==> config.mk <==
export PLATFORM = sky130hd
export DESIGN_NAME = mmu_load_ctrl_flat
export DESIGN_NICKNAME = d
export VERILOG_FILES = /design/src/rtl/tpu_pkg.sv /design/src/rtl/mmu_load_ctrl_if.sv /design/src/rtl/load_bitmap.sv /design/src/rtl/mmu_load_ctrl.sv /design/src/flat_wrapper.sv
export SDC_FILE = /design/constraint.sdc
export NUM_CORES = 1
export LEC_CHECK = 0
export ABC_AREA = 1
export CORE_ASPECT_RATIO = 1.4
export CORE_UTILIZATION = 45
export DETAILED_ROUTE_END_ITERATION = 12
export PLACE_DENSITY = 0.74
export SYNTH_ARGS = -nofsm -noshare
export SYNTH_HDL_FRONTEND = slang
export SYNTH_SLANG_ARGS = --single-unit
==> constraint.sdc <==
create_clock -name clk -period 4.3 [get_ports clk]
set_input_delay 0.86 -clock clk [delete_from_list [all_inputs] [get_ports clk]]
set_output_delay 0.86 -clock clk [all_outputs]
set_load 0.05 [all_outputs]
==> src/rtl/tpu_pkg.sv <==
// rtl/tpu_pkg.sv - shared types, defaults and helpers for the MMU load controller
// Purpose: controller state type, default matrix geometry, index-width helper.
// Ports: none (package).
package tpu_pkg;

  localparam int DEF_N  = 2;
  localparam int DEF_DW = 8;
  localparam int DEF_CW = 8;

  typedef enum logic [1:0] {
    LOAD,
    START,
    COMPUTE,
    RESULT
  } ctrl_state_t;

  // Width of a row-major element index for an n x n matrix (at least 1 bit).
  function automatic int idx_w(input int n);
    return (n * n > 1) ? $clog2(n * n) : 1;
  endfunction

endpackage

==> src/rtl/mmu_load_ctrl_if.sv <==
// rtl/mmu_load_ctrl_if.sv - host-side load/readout/control bus of the MMU load controller
// Purpose: groups the host byte-load, indexed readout and run-control signals.
// Ports (slave = controller side):
//   in : load_en, load_sel_ab, load_index, in_data, out_en, out_sel, clear, reuse_b
//   out: load_ready, load_err, out_data, out_valid, busy, done
interface mmu_load_ctrl_if
  import tpu_pkg::*;
#(
  parameter int N  = DEF_N,
  parameter int DW = DEF_DW,
  parameter int CW = DEF_CW
);
  localparam int IW = idx_w(N);

  logic          load_en;
  logic          load_sel_ab;
  logic [IW-1:0] load_index;
  logic [DW-1:0] in_data;
  logic          load_ready;
  logic          load_err;
  logic          out_en;
  logic [IW-1:0] out_sel;
  logic [CW-1:0] out_data;
  logic          out_valid;
  logic          clear;
  logic          reuse_b;
  logic          busy;
  logic          done;

  modport slave (
    input  load_en, load_sel_ab, load_index, in_data, out_en, out_sel, clear, reuse_b,
    output load_ready, load_err, out_data, out_valid, busy, done
  );

  modport master (
    output load_en, load_sel_ab, load_index, in_data, out_en, out_sel, clear, reuse_b,
    input  load_ready, load_err, out_data, out_valid, busy, done
  );

endinterface

==> src/rtl/load_bitmap.sv <==
// rtl/load_bitmap.sv - per-element "loaded" bitmap for one operand matrix
// Purpose: tracks which elements have been written since the last re-arm.
// Ports:
//   clk, rst   clock, async active-high reset
//   set_en     mark element set_idx as loaded this cycle
//   set_idx    element index (caller guarantees it is in range when set_en)
//   clr        re-arm: clear all bits
//   full_next  all bits set once this cycle's set_en is included
module load_bitmap #(
  parameter int NB = 4,
  parameter int IW = 2
) (
  input  logic          clk,
  input  logic          rst,
  input  logic          set_en,
  input  logic [IW-1:0] set_idx,
  input  logic          clr,
  output logic          full_next
);

  logic [NB-1:0] bits;
  logic [NB-1:0] set_mask;

  always_comb begin
    set_mask = '0;
    if (set_en) set_mask[set_idx] = 1'b1;
  end

  // Look-ahead so the completing write moves the FSM on without an idle cycle.
  assign full_next = &(bits | set_mask);

  always_ff @(posedge clk or posedge rst) begin
    if (rst)      bits <= '0;
    else if (clr) bits <= '0;
    else          bits <= bits | set_mask;
  end

endmodule

==> src/rtl/mmu_load_ctrl.sv <==
// rtl/mmu_load_ctrl.sv - operand-load / result-readout controller for the NxN systolic MMU
// Purpose: byte-serial A/B load, single start pulse, result capture, registered indexed reads,
//          optional B reuse and compute timeout.
// Ports:
//   clk, rst      clock, async active-high reset
//   host          host bus (mmu_load_ctrl_if.slave)
//   a_flat/b_flat operand matrices to the array, element i at [i*DW +: DW]
//   array_start   one-cycle start pulse
//   array_done    array completion, c_flat valid while high
//   c_flat        array results, element i at [i*CW +: CW]
module mmu_load_ctrl
  import tpu_pkg::*;
#(
  parameter int N       = DEF_N,
  parameter int DW      = DEF_DW,
  parameter int CW      = DEF_CW,
  parameter int TIMEOUT = 0
) (
  input  logic              clk,
  input  logic              rst,
  mmu_load_ctrl_if.slave    host,
  output logic [N*N*DW-1:0] a_flat,
  output logic [N*N*DW-1:0] b_flat,
  output logic              array_start,
  input  logic              array_done,
  input  logic [N*N*CW-1:0] c_flat
);

  localparam int NE = N * N;
  localparam int IW = idx_w(N);
  localparam int TW = (TIMEOUT > 1) ? $clog2(TIMEOUT) : 1;

  ctrl_state_t      state, state_n;
  logic             load_ok, rd_ok;
  logic             a_full, b_full;
  logic             clr_a, clr_b, to_hit;
  logic [TW-1:0]    tcnt;
  logic [NE*CW-1:0] rbuf;
  logic [CW-1:0]    out_data_q;
  logic             out_valid_q;
  logic             load_err_q;

  assign load_ok = host.load_en && (state == LOAD) && (int'(host.load_index) < NE);
  assign rd_ok   = host.out_en && (state == RESULT) && (int'(host.out_sel) < NE);

  load_bitmap #(.NB(NE), .IW(IW)) u_a_map (
    .clk       (clk),
    .rst       (rst),
    .set_en    (load_ok && !host.load_sel_ab),
    .set_idx   (host.load_index),
    .clr       (clr_a),
    .full_next (a_full)
  );

  load_bitmap #(.NB(NE), .IW(IW)) u_b_map (
    .clk       (clk),
    .rst       (rst),
    .set_en    (load_ok && host.load_sel_ab),
    .set_idx   (host.load_index),
    .clr       (clr_b),
    .full_next (b_full)
  );

  always_ff @(posedge clk or posedge rst) begin
    if (rst) state <= LOAD;
    else     state <= state_n;
  end

  always_comb begin
    state_n = state;
    clr_a   = 1'b0;
    clr_b   = 1'b0;
    to_hit  = 1'b0;
    case (state)
      LOAD:    if (a_full && b_full) state_n = START;
      START:   state_n = COMPUTE;
      COMPUTE: begin
        if (array_done) begin
          state_n = RESULT;
        end else if ((TIMEOUT != 0) && (int'(tcnt) == TIMEOUT - 1)) begin
          // Abandon the product; operands stay but must be fully reloaded.
          to_hit  = 1'b1;
          clr_a   = 1'b1;
          clr_b   = 1'b1;
          state_n = LOAD;
        end
      end
      RESULT: begin
        if (host.clear) begin
          clr_a   = 1'b1;
          clr_b   = !host.reuse_b;
          state_n = LOAD;
        end
      end
      default: state_n = LOAD;
    endcase
  end

  // Cycles spent in COMPUTE so far; restarts on every entry.
  always_ff @(posedge clk or posedge rst) begin
    if (rst)                   tcnt <= '0;
    else if (state != COMPUTE) tcnt <= '0;
    else                       tcnt <= tcnt + 1'b1;
  end

  always_ff @(posedge clk or posedge rst) begin
    if (rst) begin
      a_flat <= '0;
      b_flat <= '0;
    end else if (load_ok) begin
      if (host.load_sel_ab) b_flat[host.load_index*DW +: DW] <= host.in_data;
      else                  a_flat[host.load_index*DW +: DW] <= host.in_data;
    end
  end

  always_ff @(posedge clk or posedge rst) begin
    if (rst)                                  rbuf <= '0;
    else if ((state == COMPUTE) && array_done) rbuf <= c_flat;
  end

  always_ff @(posedge clk or posedge rst) begin
    if (rst) begin
      out_data_q  <= '0;
      out_valid_q <= 1'b0;
    end else begin
      out_data_q  <= rd_ok ? rbuf[host.out_sel*CW +: CW] : '0;
      out_valid_q <= rd_ok;
    end
  end

  always_ff @(posedge clk or posedge rst) begin
    if (rst)                                         load_err_q <= 1'b0;
    else if ((host.load_en && !load_ok) || to_hit)   load_err_q <= 1'b1;
  end

  assign array_start     = (state == START);
  assign host.load_ready = (state == LOAD);
  assign host.busy       = (state == START) || (state == COMPUTE);
  assign host.done       = (state == RESULT);
  assign host.out_data   = out_data_q;
  assign host.out_valid  = out_valid_q;
  assign host.load_err   = load_err_q;

endmodule
==> src/flat_wrapper.sv <==
// flat-port wrapper written by rule: the top's interface ports become plain ports
module mmu_load_ctrl_flat import tpu_pkg::*;
#(
  parameter int N       = DEF_N,
  parameter int DW      = DEF_DW,
  parameter int CW      = DEF_CW,
  parameter int TIMEOUT = 0
)
  (clk, rst, a_flat, b_flat, array_start, array_done, c_flat, host_load_en, host_load_sel_ab, host_load_index, host_in_data, host_out_en, host_out_sel, host_clear, host_reuse_b, host_load_ready, host_load_err, host_out_data, host_out_valid, host_busy, host_done);
  mmu_load_ctrl_if #(.N(N), .DW(DW), .CW(CW)) host_i ();
  input  logic clk;
  input  logic rst;
  output logic [N*N*DW-1:0] a_flat;
  output logic [N*N*DW-1:0] b_flat;
  output logic array_start;
  input  logic array_done;
  input  logic [N*N*CW-1:0] c_flat;
  input wire logic [$bits(host_i.load_en)-1:0] host_load_en;
  input wire logic [$bits(host_i.load_sel_ab)-1:0] host_load_sel_ab;
  input wire logic [$bits(host_i.load_index)-1:0] host_load_index;
  input wire logic [$bits(host_i.in_data)-1:0] host_in_data;
  input wire logic [$bits(host_i.out_en)-1:0] host_out_en;
  input wire logic [$bits(host_i.out_sel)-1:0] host_out_sel;
  input wire logic [$bits(host_i.clear)-1:0] host_clear;
  input wire logic [$bits(host_i.reuse_b)-1:0] host_reuse_b;
  output wire logic [$bits(host_i.load_ready)-1:0] host_load_ready;
  output wire logic [$bits(host_i.load_err)-1:0] host_load_err;
  output wire logic [$bits(host_i.out_data)-1:0] host_out_data;
  output wire logic [$bits(host_i.out_valid)-1:0] host_out_valid;
  output wire logic [$bits(host_i.busy)-1:0] host_busy;
  output wire logic [$bits(host_i.done)-1:0] host_done;
  assign host_i.load_en = host_load_en;
  assign host_i.load_sel_ab = host_load_sel_ab;
  assign host_i.load_index = host_load_index;
  assign host_i.in_data = host_in_data;
  assign host_i.out_en = host_out_en;
  assign host_i.out_sel = host_out_sel;
  assign host_i.clear = host_clear;
  assign host_i.reuse_b = host_reuse_b;
  assign host_load_ready = host_i.load_ready;
  assign host_load_err = host_i.load_err;
  assign host_out_data = host_i.out_data;
  assign host_out_valid = host_i.out_valid;
  assign host_busy = host_i.busy;
  assign host_done = host_i.done;
  mmu_load_ctrl #(.N(N), .DW(DW), .CW(CW), .TIMEOUT(TIMEOUT)) u_core (.clk(clk), .rst(rst), .host(host_i), .a_flat(a_flat), .b_flat(b_flat), .array_start(array_start), .array_done(array_done), .c_flat(c_flat));
endmodule
# Word-level counts from Yosys, hierarchy flattened
# Cells that the tools add are included.
op_classes:
  n_mux: 17
  add_sub_neg: 1
  bitwise: 3
  n_reduce_logical: 18
  n_eq_ne: 6
  shift: 3
  n_lt_le_gt_ge: 2
ops:
  columns: ["op", "count"]
  rows:
  - ["$bwmux W32", 2]
  - ["$neg A5 Y34", 1]
  - ["$shift A8 B34 Y32 const A", 1]
  - ["$shiftx A8 B34 Y32", 1]
  - ["$shiftx A32 B6 Y8", 1]
  - ["$mux W4", 4]
  - ["$logic_and A1 B1 Y1", 8]
  - ["$mux W8", 1]
  - ["$or A4 B4 Y4", 2]
  - ["$pmux W2 S4", 1]
  - ["$reduce_and A4 Y1", 2]
  - ["$mux W2", 3]
  - ["$mux W1", 5]
  - ["$eq A2 B2 Y1 const B", 2]
  - ["$ne A2 B2 Y1 const B", 2]
  - ["$reduce_and A2 Y1", 2]
  - ["$logic_not A1 Y1", 3]
  - ["$lt A2 B3 Y1 const B", 1]
  - ["$reduce_and A3 Y1", 1]
  - ["$demux W1 S2", 1]
  - ["$eq A2 B1 Y1 const B", 1]
  - ["$ge A2 B1 Y1 const B", 1]
  - ["$logic_not A2 Y1", 1]
  - ["$ne A2 B1 Y1 const B", 1]
  - ["other kinds (2)", 2]
word_totals:
  register_bits: 116
  input_bits: 52
  elab_cells: 59
  output_inout_bits: 78

# Depth between registers and ports, before layout
# Gate-level depths: netlist of the first run.
depth:
  ltp_word: 10
  mapped_depth: 12
  depth_no_buf: 11

# Hierarchy
# Synthesis of the first run repeated with hierarchy kept, for this count alone.
unflattened:
  cells_unflattened: 595
  hier_area_um2: 5013.6
by_module_without_submodules:
  columns: ["module", "area_each_um2", "seq_area_each_um2", "cells_per_inst", "instances"]
  rows:
  - ["mmu_load_ctrl", 4623.2, 2702.6, 541, 1]
  - ["load_bitmap", 195.2, 100.1, 27, 2]

# Least setup slack after synthesis of the first run
# Ideal clock, no wire load.
synth_path:
  kind: "flip-flop to flip-flop"
  from: "reg u_core.state[0]"
  to: "reg u_core.a_flat[1]"
  required_time_ns: 4.175
  t_arrival_ns: 1.964
  path_slack_ns: 2.211
  setup_ns: 0.125
  stages_incl_launch_ff: 7
  n_path_buf: 1
  period_less_slack_ns: 2.089
  path_cell_list: "dfrtp_1 inv_1 ha_1 buf_4 nand3_4 nor2_8 mux2_2"
synth_via:
  elab_chain_len: 3
synth_lines:
  columns: ["item", "line", "rtl"]
  rows:
  - ["from (decl)", "mmu_load_ctrl.sv:33", "ctrl_state_t state, state_n;"]
  - ["from (signal assigned)", "mmu_load_ctrl.sv:66", "else state <= state_n;"]
  - ["$logic_not A2 Y1", null, null]
  - ["net host_load_ready", "flat_wrapper.sv:26", "output wire logic [$bits(host_i.load_ready)-1:0] host_load_ready;"]
  - ["$logic_and A1 B1 Y1", "mmu_load_ctrl.sv:43", "assign load_ok = host.load_en && (state == LOAD) && (int'(host.load_index) < NE);"]
  - ["$reduce_and A2 Y1 (no line)", null, null]
  - ["to (signal, indexed assignment)", "mmu_load_ctrl.sv:112", "else a_flat[host.load_index*DW +: DW] <= host.in_data;"]
  - ["to (decl)", "mmu_load_ctrl.sv:22", "output logic [N*N*DW-1:0] a_flat,"]
# The timed path passes the listed nets, and every way through them passes these cells.
# A chain may end at the register's enable or synchronous reset.

# Final worst setup path of the first run
layout_path:
  from: "reg u_core.state[0]"
  to: "out host_load_ready"
layout_via:
  elab_chain_len: 1
layout_lines:
  columns: ["item", "line", "rtl"]
  rows:
  - ["$logic_not A2 Y1", "mmu_load_ctrl.sv:137", "assign host.load_ready = (state == LOAD);"]
  - ["to (decl)", "flat_wrapper.sv:26", null]
# Every way passes these cells.

==> flow_summary.toml, run 1 <==
[status]
outcome = "finished, final reports clean"

[worst_setup_path]
crit_slowest_cell = "clkdlybuf4s50_1"
end_kind = "output pin"
slowest_delay_ns = 0.90
worstPathRequired_ns = 3.44
path_class = "reg -> out"
path_cells = "inv_1 > ha_1 > clkdlybuf4s50_1"
startpoint_type = "register"
cp.arrival_ns = 2.27
crit_fanout = 12

[job]
cap_violations = 0

[synthesis]
synthDistinctLibCells = 26
avgSynthCellArea_sq_um = 11.5
ys_top_cells_by_count = "116 x dfrtp_1, 79 x mux2_2, 51 x inv_1, 43 x nor2_1"
synth_compound_area_frac = 0.0629
synth_nets = 507
synth.ff_latch_count = 116
synthArstFlopShare = 1.00
synth_top_family_by_area = "multiplexers"
synth-edff-count = 0
synth-main-ff-cell = "dfrtp_1"
synth.largest_area_cell = "dfrtp_1"
synth_xor_area_frac = 0
synth_cells = 443
syn-cell-area_sq_mm = 0.00509
ys_warn_count = 0
synth_simple_gate_area_frac = 0.107
synth_top_area_frac = 0.570
synth-adder-area-share = 0.0295
yosysSeqAreaShare = 0.570
muxShareOfSynthArea = 0.179
synthTopCellsByArea = "dfrtp_1 57%, mux2_2 17%, inv_1 3.8%"
yosysMostFrequentCell = "dfrtp_1"

[timing]
skew_ns = 0.00821
slew_headroom = 0.299
setup_viol = 0
worst_slew_pin_slew_ns = 1.05
setup-tns-final_ns = 0
hold_viol_final = 0
drv_slew = 0
fin_crit_ns = 3.13
rsz0062_at_grt = "false"
max_freq_mhz = 320
fin_crit_sh = 0.728

[global_route]
grt_use_total = 0.211
grt.overflow.total = 0
grt_pass1_wl_um = 19000
grt_pass1_vias = 3859
grt_max_degree = 77
antenna_found_initial = 0

[power]
fin_total_pwr_mw = 4.45
p_leak_nw = 3.41
power.density_mw_per_mm2 = 625
max-vdd-ir-drop_mv = 0.340

[die]
die_h_um = 128
die_w_um = 91.9
coreArea_sq_mm = 0.0109
initial_utilization = 0.466
dieArea_sq_mm = 0.0117
std_cell_rows = 45
io_pins = 130

[placed_design]
dpl_cell_area_sq_mm = 0.00652
place_hpwl_um = 8410
portBuffers = 129
place_inst = 703
gp_congestion = 0.831

[hold_path]
hp-class = "reg -> reg"

[clock_tree]
root_buffer = "clkbuf_16"
cts_tree = "done"
clkLatencyLatePin_ns = 0.40
cts_setup_buffers = 0
cts.repair.resized = 0
clockBufferDepth = 2
cts_htree_levels = 4
hold_buffers = 0
cts_buffers = 17
clock_sinks = 116
clk_pin_slew_ns = 0.05

[cells_and_area]
final_layout_size_suffix_gt1_frac = 0.212
finish.instance_area_sq_mm = 0.00711
diodes = 0
area_growth_pct = 39.7
fin_cells = 735
n_fill_cell = 885
final_nets = 645

[detailed_routing]
wire_per_inst_um = 15.5
ant_nets = 0
drt_pass1_iterations = 4
wl_um = 11400
drc_errors = 0
num_vias = 3716
vias_per_cell = 5.06
drtIter0Drc = 123
routing by layer:
layer | global-route usage | wire length [um] | vias to the layer above
met5 | 0 | 0 | -
met4 | 0.0873 | 228 | 0
met3 | 0.0575 | 662 | 23
met2 | 0.363 | 5840 | 132
met1 | 0.247 | 4680 | 1806
li1 | - | - | 1755
final timing paths:
| path | startpoint | to | slack, ns | depth (start not counted) |
|---|---|---|---|---|
| hold reg to reg | u_core.host.load_err$_DFFE_PP0P_ | u_core.host.load_err$_DFFE_PP0P_ | 0.46 | 1 |
| min in group asynchronous | rst | u_core.a_flat[31]$_DFFE_PP0P_ | 1.01 | 2 |
| max in group asynchronous | rst | u_core.b_flat[0]$_DFFE_PP0P_ | 2.43 | 3 |
| setup reg to reg | u_core.state[0]$_DFFE_PP0P_ | u_core.b_flat[23]$_DFFE_PP0P_ | 2.08 | 5 |
| hold / removal | u_core.host.load_err$_DFFE_PP0P_ | u_core.host.load_err$_DFFE_PP0P_ | 0.46 | 1 |
| setup / recovery | u_core.state[0]$_DFFE_PP0P_ | host_load_ready | 1.17 | 3 |
power by group:
| group | internal (mW) | switching, mW | total, mW | leakage (nW) |
|---|---|---|---|---|
| Combinational | 0.576 | 0.946 | 1.52 | 1.63 |
| Sequential | 1.40 | 0.142 | 1.55 | 1.50 |
| Clock | 0.881 | 0.495 | 1.38 | 0.278 |
| Total | 2.86 | 1.58 | 4.45 | 3.41 |
flip-flops by register name (all words and copies together) (netlist names), 2 cells and up:
signal                flops
u_core.host.out_data      8
u_core.u_b_map.bits       4
u_core.rbuf              32
u_core.b_flat            32
u_core.state              2
u_core.a_flat            32
u_core.u_a_map.bits       4
critical path: cells and delay by family, from the launching register on:
kind / cells / cell delay, ns
adders and majority gates: 1 / 0.46
buffers and inverters: 2 / 1.00
DFF: 1 / 0.41
per-stage QoR:
step	util	setup WS (ns)	hold slack, ns
2_1_floorplan	-	0.368	0.474
3_3_place_gp	0.597	1.34	0.444
3_5_place_dp	0.597	1.29	0.452
4_1_cts	0.651	1.15	0.464
5_1_grt	0.651	1.02	0.491
6_report	0.651	1.17	0.458
layout by cell type (no fill, tap or decap), types with 5 or more instances in the layout:
cell	instances
ha_1	12
o21ai_0	9
nand3_1	5
dfrtp_1	116
nand2_1	38
mux2_2	79
inv_1	50
a21oi_1	38
nand4_1	7
nor3_1	8
o211ai_1	7
nor2_1	43
clkbuf_16	17
clkdlybuf4s50_1	129
layout make-up:
| cell class | count | area [sq um] | share of cell area |
|---|---|---|---|
| multi-input combinational | 262 | 1930 | 0.271 |
| timing repair buffer | 133 | 1320 | 0.186 |
| sequential | 116 | 2900 | 0.408 |
| clock inverter | 12 | 131 | 0.0185 |
| inverter | 51 | 194 | 0.0273 |
| clock buffer | 20 | 457 | 0.0642 |
| tap | 141 | 176 | 0.0248 |
kinds of logic after synthesis:
| family | Yosys count |
|---|---|
| flops | 116 |
| simple gates | 111 |
| mux | 81 |
| buf+inv | 65 |
| compound gates | 58 |
| fa+ha+maj | 12 |
(Power assumes the default switching activity.)
==> run 2, diff against run 1 <==
CORE_UTILIZATION = 44   (was 45)
PLACE_DENSITY = 0.76   (was 0.74)
clock period = 2.6 ns   (was 4.3 ns; I/O delays follow)
==> run 2 against run 1 <==
  * Design area is 0.16% higher
  * Critical path type unchanged
  * Combinational power up 68%
  * Global-route usage is 0.19 points higher
  * Largest power group is now combinational cells
  * Clock power grew 51%
==> flow_summary.toml, run 2 (synthesis results as in run 1) <==
[clock_tree]
cts_buffers = 17
clkLatencyLatePin_ns = 0.40
clk_pin_slew_ns = 0.06
cts.repair.resized = 0
cts_setup_buffers = 0
clockBufferDepth = 2
clock_sinks = 116
cts_tree = "done"
hold_buffers = 0
root_buffer = "clkbuf_16"
cts_htree_levels = 4

[worst_setup_path]
crit_fanout = 4
crit_slowest_cell = "clkdlybuf4s50_1"
rr_endpoint = "u_core.b_flat[0]$_DFFE_PP0P_"
startpoint_type = "register"
path_depth = 3
cp.arrival_ns = 1.99
startpoint = "u_core.state[1]$_DFFE_PP0P_"
path_class = "reg -> out"
slowest_delay_ns = 0.80
worstPathRequired_ns = 2.08
r2r_start = "u_core.state[1]$_DFFE_PP0P_"
cp_num_buf_inv = 2
path_cells = "inv_1 > ha_1 > clkdlybuf4s50_1"
crit_family = "buffers and inverters"
crit_path_end = "host_busy"
end_kind = "output pin"
r2r_slack_ns = 0.47
rr_worst_depth = 5

[die]
io_pins = 130
coreArea_sq_mm = 0.0113
die_w_um = 92.9
initial_utilization = 0.451
dieArea_sq_mm = 0.0120
std_cell_rows = 46
die_h_um = 129

[cells_and_area]
layout_commonest_cell = "clkdlybuf4s50_1"
final_layout_size_suffix_gt1_frac = 0.222
finish.instance_area_sq_mm = 0.00712
n_fill_cell = 910
diodes = 0
seq_area_sq_mm = 0.00290
top_regs = "u_core.a_flat: 32 flops, u_core.b_flat: 32 flops, u_core.rbuf: 32 flops"
area_growth_pct = 39.9
multi_input_area_sq_mm = 0.00193
layout_common_cells = "128 x clkdlybuf4s50_1, 116 x dfrtp_1, 79 x mux2_2"
final_nets = 650

[placed_design]
gp_congestion = 0.816
post-place-ws_ns = 0.0895
dpl_cell_area_sq_mm = 0.00659
portBuffers = 129
place_hpwl_um = 8750

[timing]
fin_crit_ns = 2.51
worst_slew_pin_slew_ns = 0.641
max_freq_mhz = 398
rsz0062_at_grt = "false"
setup_viol = 0
setup-tns-final_ns = 0
hold_viol_final = 0
slew_headroom = 0.571
fin_crit_sh = 0.966
final.setup.worst_slack_ns = 0.0894
drv_slew = 0
skew_ns = 0.00783

[global_route]
grt_use_total = 0.213
grt_pass1_wl_um = 19500
antenna_found_initial = 0
grt_pass1_vias = 3919
grt_max_degree = 69
grt.overflow.total = 0

[detailed_routing]
num_vias = 3742
drt_pass1_iterations = 7
wl_um = 11900
wire_per_inst_um = 16.0
vias_per_cell = 5.04
ant_nets = 0
drtIter0Drc = 139
drc_errors = 0

[job]
cap_violations = 0

[power]
power.density_mw_per_mm2 = 1010
p_leak_nw = 3.41
max-vdd-ir-drop_mv = 0.566

[status]
outcome = "finished, final reports clean"

[hold_path]
hp-class = "reg -> reg"
## run 2: worst reg2reg max path: stages (launching register included)
cell and delay (ns):
dfrtp_1 0.41, inv_1 0.10, ha_1 0.39, nand3_2 0.25, nor2_2 0.46, mux2_2 0.40
## run 2: power breakdown
group / leakage, nW / switching [mW] / total [mW] / internal, mW
Clock: 0.248 / 0.858 / 2.08 / 1.22
Sequential: 1.50 / 0.231 / 2.55 / 2.32
Combinational: 1.66 / 1.58 / 2.56 / 0.976
## run 2: metal layers
metal / vias up / global-route usage / routed length (um)
met5: - / 0 / 0
met4: 0 / 0.0878 / 197
met3: 14 / 0.0522 / 602
met2: 129 / 0.378 / 6390
met1: 1837 / 0.244 / 4680
li1: 1762 / - / -
## run 2: area by class of cell
class,count,share of cell area
inverters,51,0.0274
well taps,144,0.0253
clock buffers,17,0.0597
multi-input cells,262,0.271
clock inverters,15,0.0153
flip-flops and latches,116,0.408
repair buffers,138,0.194
## run 2: worst min path at each step
stage	startpoint	endpoint	slack (ns)	depth (start not counted)
2_1_floorplan	u_core.rbuf[31]$_DFFE_PP0P_	u_core.rbuf[31]$_DFFE_PP0P_	0.47	1
3_3_place_gp	u_core.host.load_err$_DFFE_PP0P_	u_core.host.load_err$_DFFE_PP0P_	0.46	1
3_5_place_dp	u_core.host.load_err$_DFFE_PP0P_	u_core.host.load_err$_DFFE_PP0P_	0.47	1
4_1_cts	u_core.host.load_err$_DFFE_PP0P_	u_core.host.load_err$_DFFE_PP0P_	0.48	1
5_1_grt	u_core.rbuf[31]$_DFFE_PP0P_	u_core.rbuf[31]$_DFFE_PP0P_	0.51	1
6_report	u_core.host.load_err$_DFFE_PP0P_	u_core.host.load_err$_DFFE_PP0P_	0.47	1
## run 2: per-stage QoR
stage | instances | utilization | power (mW) | hold WS (ns)
3_5_place_dp | 711 | 0.584 | 5.16 | 0.472
5_1_grt | 743 | 0.631 | 7.55 | 0.505
3_3_place_gp | 711 | 0.584 | 5.08 | 0.455
6_report | 743 | 0.631 | 7.19 | 0.475
4_1_cts | 743 | 0.631 | 7.26 | 0.484
2_1_floorplan | 443 | - | 4.33 | 0.474
==> RTL change 1: new RTL, settings of run 2 <==
Set the package constant `DEF_CW` to 7 (it was 8).
--- a/src/rtl/tpu_pkg.sv
+++ b/src/rtl/tpu_pkg.sv
@@ -6,5 +6,5 @@
   localparam int DEF_N  = 2;
   localparam int DEF_DW = 8;
-  localparam int DEF_CW = 8;
+  localparam int DEF_CW = 7;
 
   typedef enum logic [1:0] {
Interface: changed (resized c_flat and host_out_data); port bits go from 130 to 125. No check against the original RTL was run, so the function may have changed too.
==> RTL change 1 against run 2 <==
Setup slack better by 0.035 ns. Area after synthesis down 4.2%. First-iteration DRC count up 2.9%. Total power down 12%. Cell count down 6.5%. Via count down 6.9%. Routed wire length down 8.2%. Final area down 6.8%. Sequential share of layout area up 1.1 points. Synthesized cell count down 5.9%. Global-route usage down 0.97 points. Sequential cell count down 5. Non-clock buffer count down 5. Clock skew down 0.0010 ns. Critical path type unchanged. Largest power group unchanged. Highest routed layer unchanged.
==> RTL change 1: results (changes against run 2) <==
Place
  – Placed Cells: 679 (was 711)
  – Placer Congestion: 0.8042 (was 0.8160)
  – # port buffers: 124 (was 129)
  – Dpl hpwl: 8261 microns (was 8747 microns)
  – Dpl ws: 0.1038 ns (was 0.08953 ns)

Clocking
  – H-tree depth: 3 (was 4)
  – Setup Fix Bufs, Post-CTS: 0 (unchanged)
  – Num CTS Buffers: 9 (was 17)
  – Clock buffer depth: 2 (unchanged)
  – Post-CTS Resized: 0 (unchanged)
  – Worst skew pair latency: 0.35 ns (was 0.40 ns)
  – CTS sink count: 111 (was 116)

Power and ir drop
  – P_leak: 3.181 nW (was 3.412 nW)
  – Max VDD drop: 0.0004529 V (was 0.0005665 V)

Cells and area
  – Fraction of area in multi-input gates: 0.2793 (was 0.2707)
  – Layout fillers: 903 (was 910)
  – Clk cell area share: 0.04693 (was 0.07502)
  – Layout non-clock buf frac: 0.2005 (was 0.1940)
  – Comb_multi_in: 245 (was 262)
  – Buffers excl. clock: 133 (was 138)
  – Final Net Count: 609 (was 650)
  – FF/Latch Area: 2778 sq um (was 2903 sq um)
  – Regs by FF count: u_core.a_flat (32), u_core.b_flat (32), u_core.rbuf (28) (was u_core.a_flat (32), u_core.b_flat (32), u_core.rbuf (32))
  – Invs w/o clock: 49 (was 51)
  – Ratio of cells with drive above 1 in the final layout: 0.2112 (was 0.2220)

Global route
  – Largest net degree at the start of global routing: 72 (was 69)
  – First-pass GRT wire length: 18200 microns (was 19460 microns)
  – Global-route usage over all layers: 0.2030 (was 0.2127)
  – Vias in the first global route: 3606 (was 3919)

Detailed routing
  – WL/cell: 15.67 microns (was 15.97 microns)
  – Initial drt markers: 143 (was 139)
  – Via density: 5.010 (was 5.036)
  – Drt pass-1 iters: 4 (was 7)
  – Total vias in the final route: 3482 (was 3742)

Yosys
  – Synth area leaders: dfrtp_1, mux2_2, inv_1 (unchanged)
  – Synthesis Warnings: 0 (unchanged)
  – Unique cell type count in the Yosys netlist: 27 (was 26)
  – Sequential-to-total area share from yosys stat: 0.5694 (was 0.5702)
  – Ys async rst share: 1.000 (unchanged)
  – Syn nets: 477 (was 507)
  – Most common flop cell mapped by yosys: dfrtp_1 (unchanged)
  – Cells after Synth: 417 (was 443)
  – Top post-synthesis cells by count: dfrtp_1, mux2_2, inv_1 (unchanged)

Timing
  – Slew @ Worst Pin: 0.5668 ns (was 0.6409 ns)
  – Clock Skews: 0.006817 ns (was 0.007826 ns)

Worst setup path
  – CP arrival: 1.96 ns (was 1.99 ns)
  – Worst path max stage delay: 0.81 ns
  – Worst Path Max Fanout: 4 (unchanged)

Outcome
  – Status: finished, final reports clean (unchanged)
RTL change 1: cell types whose count changed after synthesis, moves of 2 or more:
cell             run 2  this run
inv_1               51        47
clkbuf_1             7         4
dfrtp_1            116       111
inv_2                0         2
mux2_2              79        77
nor3_1               8        14
nor2_1              43        36
a21oi_1             38        34
nand2_1             38        31
nand3_1              5         3
RTL change 1: stage by stage:
stage	area, sq um	hold WS (ns)
detailed placement	6327	0.4631
finish	6639	0.4719
floorplan	4882	0.4738
CTS	6639	0.4792
global placement	6327	0.4442
global route	6639	0.4956
RTL change 1: kinds of logic (layout without fill, tap and decap cells):
logic type	count (synthesis)	in the layout	synth area share
AND/OR/NAND/NOR	102	102	0.1080
buffers and inverters	61	198	0.05052
multiplexers	79	79	0.1824
flip-flops	111	111	0.5694
AO/OA/AOI/OAI	52	52	0.05899
adder cells (fa/ha/maj)	12	12	0.03078
RTL change 1: final timing paths:
path | startpoint | to | slack [ns] | cells after the start
hold reg to reg | u_core.host.load_err | u_core.host.load_err | 0.47 | 1
max in group asynchronous | rst | u_core.a_flat[11] | 1.40 | 3
setup / recovery | u_core.state[1] | host_busy | 0.12 | 3
min in group asynchronous | rst | u_core.rbuf[0] | 0.52 | 2
setup reg to reg | u_core.state[1] | u_core.b_flat[29] | 0.62 | 5
hold / removal | u_core.host.load_err | u_core.host.load_err | 0.47 | 1
RTL change 1: report_power, final:
group	switching (mW)	total [mW]	internal [mW]
logic	1.54	2.48	0.936
clock network	0.647	1.42	0.769
registers	0.226	2.43	2.21
total	2.41	6.33	3.91
RTL change 1: routing by layer:
layer  vias up  global-route usage  share of wire
li1       1654                   -              -
met1      1692              0.2396           0.39
met2       122              0.3547           0.51
met3        14             0.05396          0.075
met4         0             0.07470          0.018
met5         -                   0              0
==> RTL change 2: new RTL, flow settings as in run 2 <==
Without the edit above. Encoding of `ctrl_state_t`: now Gray code (2 bits for 4 states).
--- a/src/rtl/tpu_pkg.sv
+++ b/src/rtl/tpu_pkg.sv
@@ -9,8 +9,8 @@
 
   typedef enum logic [1:0] {
-    LOAD,
-    START,
-    COMPUTE,
-    RESULT
+    LOAD    = 2'b00,
+    START   = 2'b01,
+    COMPUTE = 2'b11,
+    RESULT  = 2'b10
   } ctrl_state_t;
 
Formal check against the unedited RTL: same outputs for any inputs over 4 cycles, from zero or initial values and one cycle with rst high; so few cycles prove little.
==> RTL change 2 against run 2 <==
Setup slack worse by 0.028 ns. Routed wire length about the same. Area after synthesis down 1.1%. Core utilization rose by 2.2 points. Die area is 1.0% lower. Critical path depth is the same. Clock power rose by 17%. Final area up 0.65%. Non-clock buffer count is 1 lower. Combinational power is 23% lower. Sequential cell count stayed put. Sequential power is 3% lower. Sequential share of layout area decreased by 0.26 points. Total power decreased by 4.4%.
==> RTL change 2: results (changes against run 2) <==
Outcome
  – Status: finished, final reports clean (unchanged)

Cells and area
  – Ratio of cells with drive above 1 in the final layout: 0.2218 (was 0.2220)
  – Final Net Count: 642 (was 650)
  – Post-Layout Cell Count: 736 (was 743)

Timing
  – Slew @ Worst Pin: 0.6360 ns (was 0.6409 ns)
  – Clock Skews: 0.006591 ns (was 0.007826 ns)

Detailed routing
  – Met2 WL: 6105 microns (was 6387 microns)
  – WL/cell: 16.13 microns (was 15.97 microns)
  – DRT met1 WL: 4514 microns (was 4675 microns)
  – Drt pass-1 iters: 5 (was 7)
  – Via density: 5.056 (was 5.036)
  – Initial drt markers: 165 (was 139)

Global route
  – Met3 usage in global routing: 0.08629 (was 0.05223)
  – Met1 Use GR: 0.2361 (was 0.2441)
  – Vias in the first global route: 3899 (was 3919)
  – Global Route met2 Usage: 0.3586 (was 0.3776)
  – Largest net degree at the start of global routing: 117 (was 69)

Power and ir drop
  – Max VDD drop: 0.0006647 V (was 0.0005665 V)
  – P_leak: 3.460 nW (was 3.412 nW)

Place
  – Dpl hpwl: 8598 microns (was 8747 microns)
  – Placer Congestion: 0.8334 (was 0.8160)
  – Placed Cells: 704 (was 711)

Yosys
  – Mean Syn Cell Area: 11.45 sq um (was 11.49 sq um)
  – Synth area leaders: dfrtp_1, mux2_2, nor2_1 (was dfrtp_1, mux2_2, inv_1)
  – Sequential-to-total area share from yosys stat: 0.5763 (was 0.5702)
  – Syn nets: 500 (was 507)
  – Unique cell type count in the Yosys netlist: 21 (was 26)

Worst setup path
  – CP arrival: 2.02 ns (was 1.99 ns)
  – Worst path max stage delay: 0.86 ns (was 0.80 ns)
## RTL change 2: cell type report
| class | count | area (sq um) |
|---|---|---|
| multi-input cells | 258 | 1884 |
| inverters | 52 | 198.9 |
| well taps | 141 | 176.4 |
| repair buffers | 137 | 1374 |
| clock buffers | 24 | 511.7 |
| fillers | 844 | 3811 |
| clock inverters | 8 | 120.1 |
| flip-flops and latches | 116 | 2903 |
## RTL change 2: power groups by stage
stage	registers [mW]	logic, mW	clock network (mW)
2_1_floorplan	3.03	0.763	0
5_1_grt	2.53	2.10	2.56
3_3_place_gp	2.49	1.92	0
4_1_cts	2.48	1.97	2.47
6_report	2.48	1.96	2.44
3_5_place_dp	2.51	1.96	0
## RTL change 2: cells by family after synthesis
logic type	Yosys count	synth area share
flip-flops	116	0.5763
AO/OA/AOI/OAI	60	0.06408
AND/OR/NAND/NOR	109	0.1080
adder cells (fa/ha/maj)	8	0.01987
multiplexers	81	0.1811
buffers and inverters	66	0.05067
## RTL change 2: final timing paths
path | startpoint | cells after the start | slack, ns | end
max | u_core.state[1] | 3 | 0.06 | host_done
max in group asynchronous | rst | 3 | 1.52 | u_core.state[1]
min | u_core.host.load_err | 1 | 0.48 | u_core.host.load_err
min in group asynchronous | rst | 3 | 0.64 | u_core.rbuf[7]
max reg2reg | u_core.state[0] | 6 | 0.79 | u_core.b_flat[12]
min reg2reg | u_core.host.load_err | 1 | 0.48 | u_core.host.load_err
## RTL change 2: metrics by stage
step                      hold slack (ns)  area [sq um]  setup WS [ns]
after floorplan                    0.4739          5041         0.6666
after global placement             0.4592          6536         0.2468
after CTS                          0.4883          7168        0.06308
after detailed placement           0.4740          6536         0.1818
after global routing               0.4959          7168        0.01420
final                              0.4776          7168        0.06098
